--- src/rtl/router_port_driver.sv ---
// Serial packet driver for one router input port: address, pad, then LSB-first payload on din/frame_n/valid_n.
// Optional destination-busy wait before the address is enabled by defining ROUTER_DRV_BUSY_WAIT_EN.
module router_port_driver #(
    parameter int ADDR_W     = 4,
    parameter int PAD_CYCLES = 5,
    parameter int BYTE_W     = 8,
    parameter int CNT_W      = 16
) (
    input  logic                 clock,
    input  logic                 reset_n,
    input  logic                 cmd_valid,
    output logic                 cmd_ready,
    input  logic [ADDR_W-1:0]    cmd_addr,
    input  logic                 byte_valid,
    output logic                 byte_ready,
    input  logic [BYTE_W-1:0]    byte_data,
    input  logic                 byte_last,
    input  logic [2**ADDR_W-1:0] busy_n,
    output logic                 din,
    output logic                 frame_n,
    output logic                 valid_n,
    output logic                 pkt_done,
    output logic [CNT_W-1:0]     pkt_count,
    output logic [2:0]           dbg_state
);

    localparam int MAXC = (ADDR_W > PAD_CYCLES)
                        ? ((ADDR_W > BYTE_W) ? ADDR_W : BYTE_W)
                        : ((PAD_CYCLES > BYTE_W) ? PAD_CYCLES : BYTE_W);
    localparam int CW = $clog2(MAXC + 1);
    localparam logic [CW-1:0] ADDR_LAST = CW'(ADDR_W - 1);
    localparam logic [CW-1:0] PAD_LAST  = CW'(PAD_CYCLES - 1);
    localparam logic [CW-1:0] BYTE_LAST = CW'(BYTE_W - 1);

    typedef enum logic [2:0] {
        S_IDLE = 3'd0,
        S_WAIT = 3'd1,
        S_ADDR = 3'd2,
        S_PAD  = 3'd3,
        S_DATA = 3'd4,
        S_GAP  = 3'd5
    } state_t;

    state_t            state_q, state_d;
    logic [CW-1:0]     cnt_q, cnt_d;
    logic [ADDR_W-1:0] addr_q, addr_d;
    logic [BYTE_W-1:0] sym_q, sym_d;
    logic              last_q, last_d;
    logic [CNT_W-1:0]  pkt_count_q;
    logic              din_q, din_d;
    logic              frame_n_q, frame_n_d;
    logic              valid_n_q, valid_n_d;
    logic              pkt_done_q, done_d;
    logic              cmd_ready_q, cmd_ready_d;
    logic              byte_ready_q, byte_ready_d;
    logic              fetch;

`ifndef ROUTER_DRV_BUSY_WAIT_EN
    logic unused_busy;
    assign unused_busy = ^busy_n;
`endif

    always_ff @(posedge clock or negedge reset_n) begin
        if (!reset_n) begin
            state_q      <= S_IDLE;
            cnt_q        <= '0;
            addr_q       <= '0;
            sym_q        <= '0;
            last_q       <= 1'b0;
            pkt_count_q  <= '0;
            din_q        <= 1'b0;
            frame_n_q    <= 1'b1;
            valid_n_q    <= 1'b1;
            pkt_done_q   <= 1'b0;
            cmd_ready_q  <= 1'b0;
            byte_ready_q <= 1'b0;
        end else begin
            state_q      <= state_d;
            cnt_q        <= cnt_d;
            addr_q       <= addr_d;
            sym_q        <= sym_d;
            last_q       <= last_d;
            pkt_count_q  <= pkt_count_q + CNT_W'(done_d);
            din_q        <= din_d;
            frame_n_q    <= frame_n_d;
            valid_n_q    <= valid_n_d;
            pkt_done_q   <= done_d;
            cmd_ready_q  <= cmd_ready_d;
            byte_ready_q <= byte_ready_d;
        end
    end

    // addr_q and sym_q shift right as bits go out, so bit 0 is always the next bit to send.
    always_comb begin
        state_d = state_q;
        cnt_d   = cnt_q;
        addr_d  = addr_q;
        sym_d   = sym_q;
        last_d  = last_q;
        done_d  = 1'b0;
        fetch   = 1'b0;
        case (state_q)
            S_IDLE: begin
                if (cmd_valid && cmd_ready_q) begin
                    addr_d = cmd_addr;
                    cnt_d  = '0;
`ifdef ROUTER_DRV_BUSY_WAIT_EN
                    state_d = S_WAIT;
`else
                    state_d = S_ADDR;
`endif
                end
            end
`ifdef ROUTER_DRV_BUSY_WAIT_EN
            S_WAIT: begin
                if (busy_n[addr_q]) state_d = S_ADDR;
            end
`endif
            S_ADDR: begin
                if (cnt_q == ADDR_LAST) begin
                    state_d = S_PAD;
                    cnt_d   = '0;
                end else begin
                    cnt_d  = cnt_q + CW'(1);
                    addr_d = addr_q >> 1;
                end
            end
            S_PAD: begin
                if (cnt_q == PAD_LAST) fetch = 1'b1;
                else                   cnt_d = cnt_q + CW'(1);
            end
            S_DATA: begin
                if (cnt_q == BYTE_LAST) begin
                    if (last_q) begin
                        state_d = S_IDLE;
                        done_d  = 1'b1;
                    end else begin
                        fetch = 1'b1;
                    end
                end else begin
                    cnt_d = cnt_q + CW'(1);
                    sym_d = sym_q >> 1;
                end
            end
            S_GAP:   fetch = 1'b1;
            default: state_d = S_IDLE;
        endcase
        if (fetch) begin
            if (byte_valid && byte_ready_q) begin
                state_d = S_DATA;
                cnt_d   = '0;
                sym_d   = byte_data;
                last_d  = byte_last;
            end else begin
                state_d = S_GAP;
            end
        end
    end

    // Outputs are decoded from the next state so the registered pins line up with state_q.
    always_comb begin
        din_d     = 1'b0;
        frame_n_d = 1'b1;
        valid_n_d = 1'b1;
        case (state_d)
            S_ADDR: begin
                din_d     = addr_d[0];
                frame_n_d = 1'b0;
            end
            S_PAD: begin
                din_d     = 1'b1;
                frame_n_d = 1'b0;
            end
            S_DATA: begin
                din_d     = sym_d[0];
                valid_n_d = 1'b0;
                frame_n_d = last_d && (cnt_d == BYTE_LAST);
            end
            S_GAP:   frame_n_d = 1'b0;
            default: ;
        endcase
        cmd_ready_d  = (state_d == S_IDLE);
        byte_ready_d = ((state_d == S_PAD) && (cnt_d == PAD_LAST))
                    || ((state_d == S_DATA) && (cnt_d == BYTE_LAST) && !last_d)
                    || (state_d == S_GAP);
    end

    assign din        = din_q;
    assign frame_n    = frame_n_q;
    assign valid_n    = valid_n_q;
    assign pkt_done   = pkt_done_q;
    assign pkt_count  = pkt_count_q;
    assign cmd_ready  = cmd_ready_q;
    assign byte_ready = byte_ready_q;
    assign dbg_state  = state_q;

endmodule

--- config.mk ---
export PLATFORM = sky130hd
export DESIGN_NAME = router_port_driver
export DESIGN_NICKNAME = d
export VERILOG_FILES = /design/src/rtl/router_port_driver.sv
export SDC_FILE = /design/constraint.sdc
export NUM_CORES = 1
export LEC_CHECK = 0
export CELL_PAD_IN_SITES_DETAIL_PLACEMENT = 0
export CELL_PAD_IN_SITES_GLOBAL_PLACEMENT = 1
export CORE_MARGIN = 10
export CORE_UTILIZATION = 37
export CTS_CLUSTER_DIAMETER = 50
export CTS_CLUSTER_SIZE = 24
export DETAILED_ROUTE_END_ITERATION = 6
export PLACE_DENSITY = 0.84
export SLEW_MARGIN = 20
export SYNTH_ARGS = -nofsm -noshare
export SYNTH_HDL_FRONTEND = slang
export SYNTH_SLANG_ARGS = --single-unit
export TNS_END_PERCENT = 5
--- constraint.sdc ---
create_clock -name clock -period 3.2 [get_ports clock]
set_input_delay 0.96 -clock clock [delete_from_list [all_inputs] [get_ports clock]]
set_output_delay 0.96 -clock clock [all_outputs]
set_load 0.02 [all_outputs]
After elaboration in Yosys (flattened, before gate mapping)
Index checks and enable logic that the tools add are counted.
{"block": "totals", "ff_bits": 42, "word_cells": 78}
{"block": "classes", "addsub": 2, "n_eq_ne": 15, "n_mux": 33, "n_reduce_logical": 15}
{"op": "4-bit 2-to-1 mux", "count": 8}
{"op": "8-bit 2-to-1 mux", "count": 4}
{"op": "16-bit by 1-bit adder with 16-bit output", "count": 1}
{"op": "4-bit by 3-bit equality test with 1-bit output, second input constant", "count": 4}
{"op": "4-bit one-hot mux with 4 select lines", "count": 1}
{"op": "3-bit 2-to-1 mux", "count": 5}
{"op": "3-bit by 2-bit equality test with 1-bit output, second input constant", "count": 4}
{"op": "3-bit equality test, second input constant", "count": 4}
{"op": "3-bit one-hot mux with 4 select lines", "count": 1}
{"op": "1-bit 2-to-1 mux", "count": 10}
{"op": "4-bit one-hot mux with 2 select lines", "count": 1}
{"op": "1-bit logical AND", "count": 6}
{"op": "3-bit logical NOT", "count": 2}
{"op": "1-bit one-hot mux with 3 select lines", "count": 2}
{"op": "4-bit by 1-bit adder with 4-bit output, second input constant", "count": 1}
{"op": "4-bit by 2-bit equality test with 1-bit output, second input constant", "count": 1}
{"op": "2-bit != test, second input constant", "count": 2}
{"op": "3-bit AND reduction", "count": 1}
{"op": "3-bit OR reduction", "count": 1}
{"op": "1-bit logical OR", "count": 2}
{"op": "1-bit one-hot mux with 2 select lines", "count": 1}
{"op": "2-bit nonzero test", "count": 1}
{"op": "2-bit OR reduction", "count": 1}
{"op": "1-bit logical NOT", "count": 1}

Longest topological paths before layout
{"block": "logic_depth", "word_depth": 10, "ltp_mapped": 13, "depth_no_buf": 12}

Worst setup path before layout
Ideal clock, no wire load.
{"block": "synth_timing", "path_kind": "register to register", "from": "register cnt_q[1]", "to": "register pkt_count_q[14], in the netlist pkt_count[14]", "arrival_ns": 2.386, "t_required_ns": 3.071, "slack_ns": 0.685, "path_stages_with_launch": 14, "n_path_buf": 1, "synth_period_minus_slack_ns": 2.515, "path_cell_list": "dfrtp_1 -> ha_1 -> and3b_1 -> buf_6 -> nand2_1 -> nor3_1 -> ha_1 -> ha_1 -> nand2_1 -> nor2_1 -> and3_1 -> and4_1 -> nand3_1 -> xnor2_1"}
{"block": "synth_via", "elab_chain_cells": 4}
{"item": "start: declaration", "line_no": "45", "rtl": "logic [CW-1:0] cnt_q, cnt_d;"}
{"item": "start signal: assignment", "line_no": "79", "rtl": "cnt_q <= cnt_d;"}
{"item": "4-bit by 3-bit equality test with 1-bit output", "line_no": "133", "rtl": "if (cnt_q == BYTE_LAST) begin"}
{"item": "1-bit 2-to-1 mux", "line_no": "133"}
{"item": "1-bit 2-to-1 mux", "line_no": "102", "rtl": "case (state_q)"}
{"item": "via done_d", "line_no": "53", "rtl": "logic pkt_done_q, done_d;"}
{"item": "16-bit by 1-bit adder with 16-bit output", "line_no": "83", "rtl": "pkt_count_q <= pkt_count_q + CNT_W'(done_d);"}
{"item": "end signal: assignment", "line_no": "83"}
{"item": "end: declaration", "line_no": "49", "rtl": "logic [CNT_W-1:0] pkt_count_q;"}
The timed path passes the listed nets, and every way through them passes these cells.
A chain may end at the register's enable or synchronous reset.

Worst setup path after layout
Same ends and word-level chain as after synthesis.

==> results.txt <==
Yosys printed 0 warnings. By instance count, the cell type seen most on the critical path is sky130_fd_sc_hd__ha_1. In this run the cell area measured after placement is 0.00267 mm². Across the VDD grid, the largest voltage drop is 0.000381 V. The count of nets left with antenna violations once routing finished came out at 0. The routed length per instance came out at 14.3 µm. The largest total area in the synthesized netlist belongs to sky130_fd_sc_hd__dfrtp_1. The total core area is 0.00585 mm², and the number of global-route vias before repair is 1571.

The tools report the count of antenna diodes in the layout as 0. Number of buffers added for setup after CTS: 0. The number of synthesized register bits was 42; the net count of the mapped netlist was 253. At the end of routability-driven placement, the weighted congestion stood at 0.853.

The sum of negative setup slack is 0 ns, and the detailed placement HPWL is 3570 µm. The number of detailed-routing iterations run before antenna repair came out at 4. The most common flop cell mapped by yosys was sky130_fd_sc_hd__dfrtp_1. Data on the critical path arrives at its endpoint at 2.94 ns. The final critical path takes up 86.1% of the cycle. The number of gates resized after CTS was 0.

TritonCTS built the clock tree. The number of max-slew violations in the final report was 0. The worst-case clock skew is 0.00666 ns, and the total routed wirelength is 4800 µm. The remaining design rule violation count is 0, and the largest net degree at the start of global routing is 43. The fmax was 0.363 GHz; the CTS clock-pin slew for the worst setup and hold paths was 0.08 ns.

The overall global routing resource usage came out at 10.1%. The root buffer cell is sky130_fd_sc_hd__clkbuf_8. The final number of hold-violating endpoints is 0, and the number of buffers inserted by port buffering is 41. At the worst endpoint, the required time is 3.38 ns. The die covers 0.00943 mm².

The worst register-to-register path has a depth of 12. Row generation in the floorplan step produced 28 rows. The maximum buffer depth of the clock tree is 2, and the net total in the final layout is 297. For the initial core utilization, the log shows 37.6%. For this design the static power due to leakage is 0.00123 µW. Of all flip-flops after synthesis, the portion carrying an async set or reset was 100%. Measured against its own limit, the worst slew margin works out to 39.5%. In the post-synthesis netlist, the biggest area contributors are sky130_fd_sc_hd__dfrtp_1, sky130_fd_sc_hd__nand2_1, sky130_fd_sc_hd__xnor2_1, sky130_fd_sc_hd__nor2_1, sky130_fd_sc_hd__dfstp_2.

The worst setup path is of the flop to flop kind. Sequential cells were found to cover 47.9% of the synthesized design area. The tools report the utilization after layout as 47.5%.

The count of cells along the worst hold path came out at 1. Across all hold checks on the routed design, the worst slack comes to 0.470 ns. In the final layout, flip-flops and latches occupy 0.00105 mm². After synthesis, the mean cell area works out to 10.2 µm².

For the number of antenna violations at the first check in global routing, the log shows 0. The run gives 0.00278 mm² as the final design area excluding fillers. The routed design could run at a clock period as short as 2.75 ns. Library cell with the highest instance count after synthesis: sky130_fd_sc_hd__dfrtp_1. Global routing finished with a remaining overflow of 0. In the final layout, the multi-input gates occupy 0.00104 mm². Buffers inserted to repair hold after CTS numbered 0. Walking the worst path, the cells encountered are ha_1 > and3b_1 > nand2_1 > nor3_1 > ha_1 > ha_1 > nand2_1 > nor2_1 > and3_1 > and4_1 > nand3_1 > xnor2_1. The overall power consumption came out at 2320 µW.

The I/O pin count came out at 58. The largest individual stage delay along the critical path comes from the cell sky130_fd_sc_hd__dfrtp_1. The tools report the via count as 1696.

After synthesis, the most frequently instantiated cells are sky130_fd_sc_hd__dfrtp_1, sky130_fd_sc_hd__nand2_1, sky130_fd_sc_hd__nor2_1, sky130_fd_sc_hd__xnor2_1, sky130_fd_sc_hd__o21ai_0. The area share of the leading cell type in the synthesized netlist is 45.5%, and the synthesized instance count is 216. The H-tree was split into 2 levels. At the later pin of the worst-skew pair, clock insertion delay measures 0.29 ns. The path type of the worst min-delay path is flop to flop. The worst setup path is launched from a flop. The post-route netlist has 11.2% of its cells at a drive strength greater than 1.

Dividing the detail-routed via count by the number of cells gives 5.06. The run finished with clean final reports. For the pin with the worst max-slew slack, the measured transition is 0.908 ns. Of all nets on the critical path, the largest fanout is 6. Power spread over the standard cell area amounts to 836 mW/mm². The tools report the clock net sink count as 42. The area growth from synthesis to layout is 26.3%. The first routing iteration left 102 violations. The tools report the reported max-cap violation count as 0. The worst setup path is captured at a flop.

The largest incremental delay on the critical path came out at 0.42 ns. Clock tree synthesis inserted a total of 5 buffers. Setup repair after global routing left no endpoint under its margin.

The number of distinct library cells after synthesis is 59, and the final number of setup-violating endpoints is 0. Yosys mapped a number of flops with a built-in enable equal to 0. The vertical die dimension works out to 97.1 µm. The post-synthesis instance area came out at 0.00220 mm². In this run the horizontal extent of the chip is 97.1 µm. Counting the fill cells in the layout gives 567. The run gives 7920 µm as the global-route wire length before repair.
[layout by cell type, fill, tap and decap left out, types with 4 or more instances in the layout]
master	synthesis	routed
sky130_fd_sc_hd__clkbuf_8	0	6
sky130_fd_sc_hd__nor2_1	18	18
sky130_fd_sc_hd__a31oi_1	6	6
sky130_fd_sc_hd__nand3_1	6	6
sky130_fd_sc_hd__xnor2_1	10	10
sky130_fd_sc_hd__buf_4	1	5
sky130_fd_sc_hd__xor2_1	5	5
sky130_fd_sc_hd__o21ai_0	9	9
sky130_fd_sc_hd__nor3_1	4	4
sky130_fd_sc_hd__dfrtp_1	40	40
sky130_fd_sc_hd__a21oi_1	7	7
sky130_fd_sc_hd__ha_1	4	4
sky130_fd_sc_hd__clkdlybuf4s50_1	0	40
sky130_fd_sc_hd__inv_1	8	8
sky130_fd_sc_hd__nand2_1	29	29
sky130_fd_sc_hd__a22o_1	4	4
[cell families (layout without fill, tap and decap cells)]
| kind of cell | Yosys count | count (layout) | synth area share, % |
|---|---|---|---|
| and+or+nand+nor | 88 | 88 | 22.3 |
| adders and majority gates | 4 | 4 | 2.28 |
| muxes | 2 | 2 | 0.967 |
| AOI/OAI and AO/OA | 48 | 48 | 16.0 |
| buffers and inverters | 17 | 61 | 4.61 |
| xor gates and xnor gates | 15 | 15 | 5.97 |
| DFF | 42 | 42 | 47.9 |
[flip-flops by register name, summed over array words and instances (netlist names)]
name        flops
pkt_count      16
sym_q           8
addr_q          4
cnt_q           4
dbg_state       3
byte_ready      1
cmd_ready       1
din             1
frame_n         1
last_q          1
pkt_done        1
valid_n         1
[per-layer routing]
| layer | vias to the layer above | wire length, µm | GRT usage (%) |
|---|---|---|---|
| met5 | - | 0 | 0 |
| met4 | 0 | 87 | 3.97 |
| met3 | 7 | 369 | 3.91 |
| met2 | 43 | 2130 | 14.9 |
| met1 | 797 | 2220 | 12.9 |
| li1 | 849 | - | - |
[path summary, 6_finish.rpt]
path	slack, ns	startpoint	end
min reg2reg	0.47	pkt_count[15]$_DFF_PN0_	pkt_count[15]$_DFF_PN0_
max reg2reg	0.45	cnt_q[1]$_DFF_PN0_	pkt_count[14]$_DFF_PN0_
max in group asynchronous	1.83	reset_n	cmd_ready$_DFF_PN0_
min	0.47	pkt_count[15]$_DFF_PN0_	pkt_count[15]$_DFF_PN0_
min in group asynchronous	0.80	reset_n	sym_q[4]$_DFF_PN0_
max	0.45	cnt_q[1]$_DFF_PN0_	pkt_count[14]$_DFF_PN0_
[final cells by class]
class | instances | share of cell area (%)
clock buffer | 6 | 2.97
timing repair buffer | 46 | 15.9
clock inverter | 1 | 1.08
sequential | 42 | 37.9
tap | 75 | 3.38
multi-input combinational | 157 | 37.6
inverter | 8 | 1.08
[power by group]
group / switching, µW / internal [µW] / total (µW)
clock: 169 / 249 / 418
combinational: 624 / 478 / 1100
sequential: 119 / 683 / 802
[critical path: cells and delay by family (launching register included)]
| family | cells | cell delay (ns) |
|---|---|---|
| adders and majority gates | 3 | 0.73 |
| DFF | 1 | 0.42 |
| and+or+nand+nor | 8 | 1.36 |
| xor gates and xnor gates | 1 | 0.13 |
[through the flow]
stage,std cells,setup WS (ns)
2_1_floorplan,216,0.685
3_3_place_gp,328,0.439
3_5_place_dp,328,0.449
4_1_cts,335,0.406
5_1_grt,335,0.156
6_report,335,0.445
(Power assumes the default switching activity.)
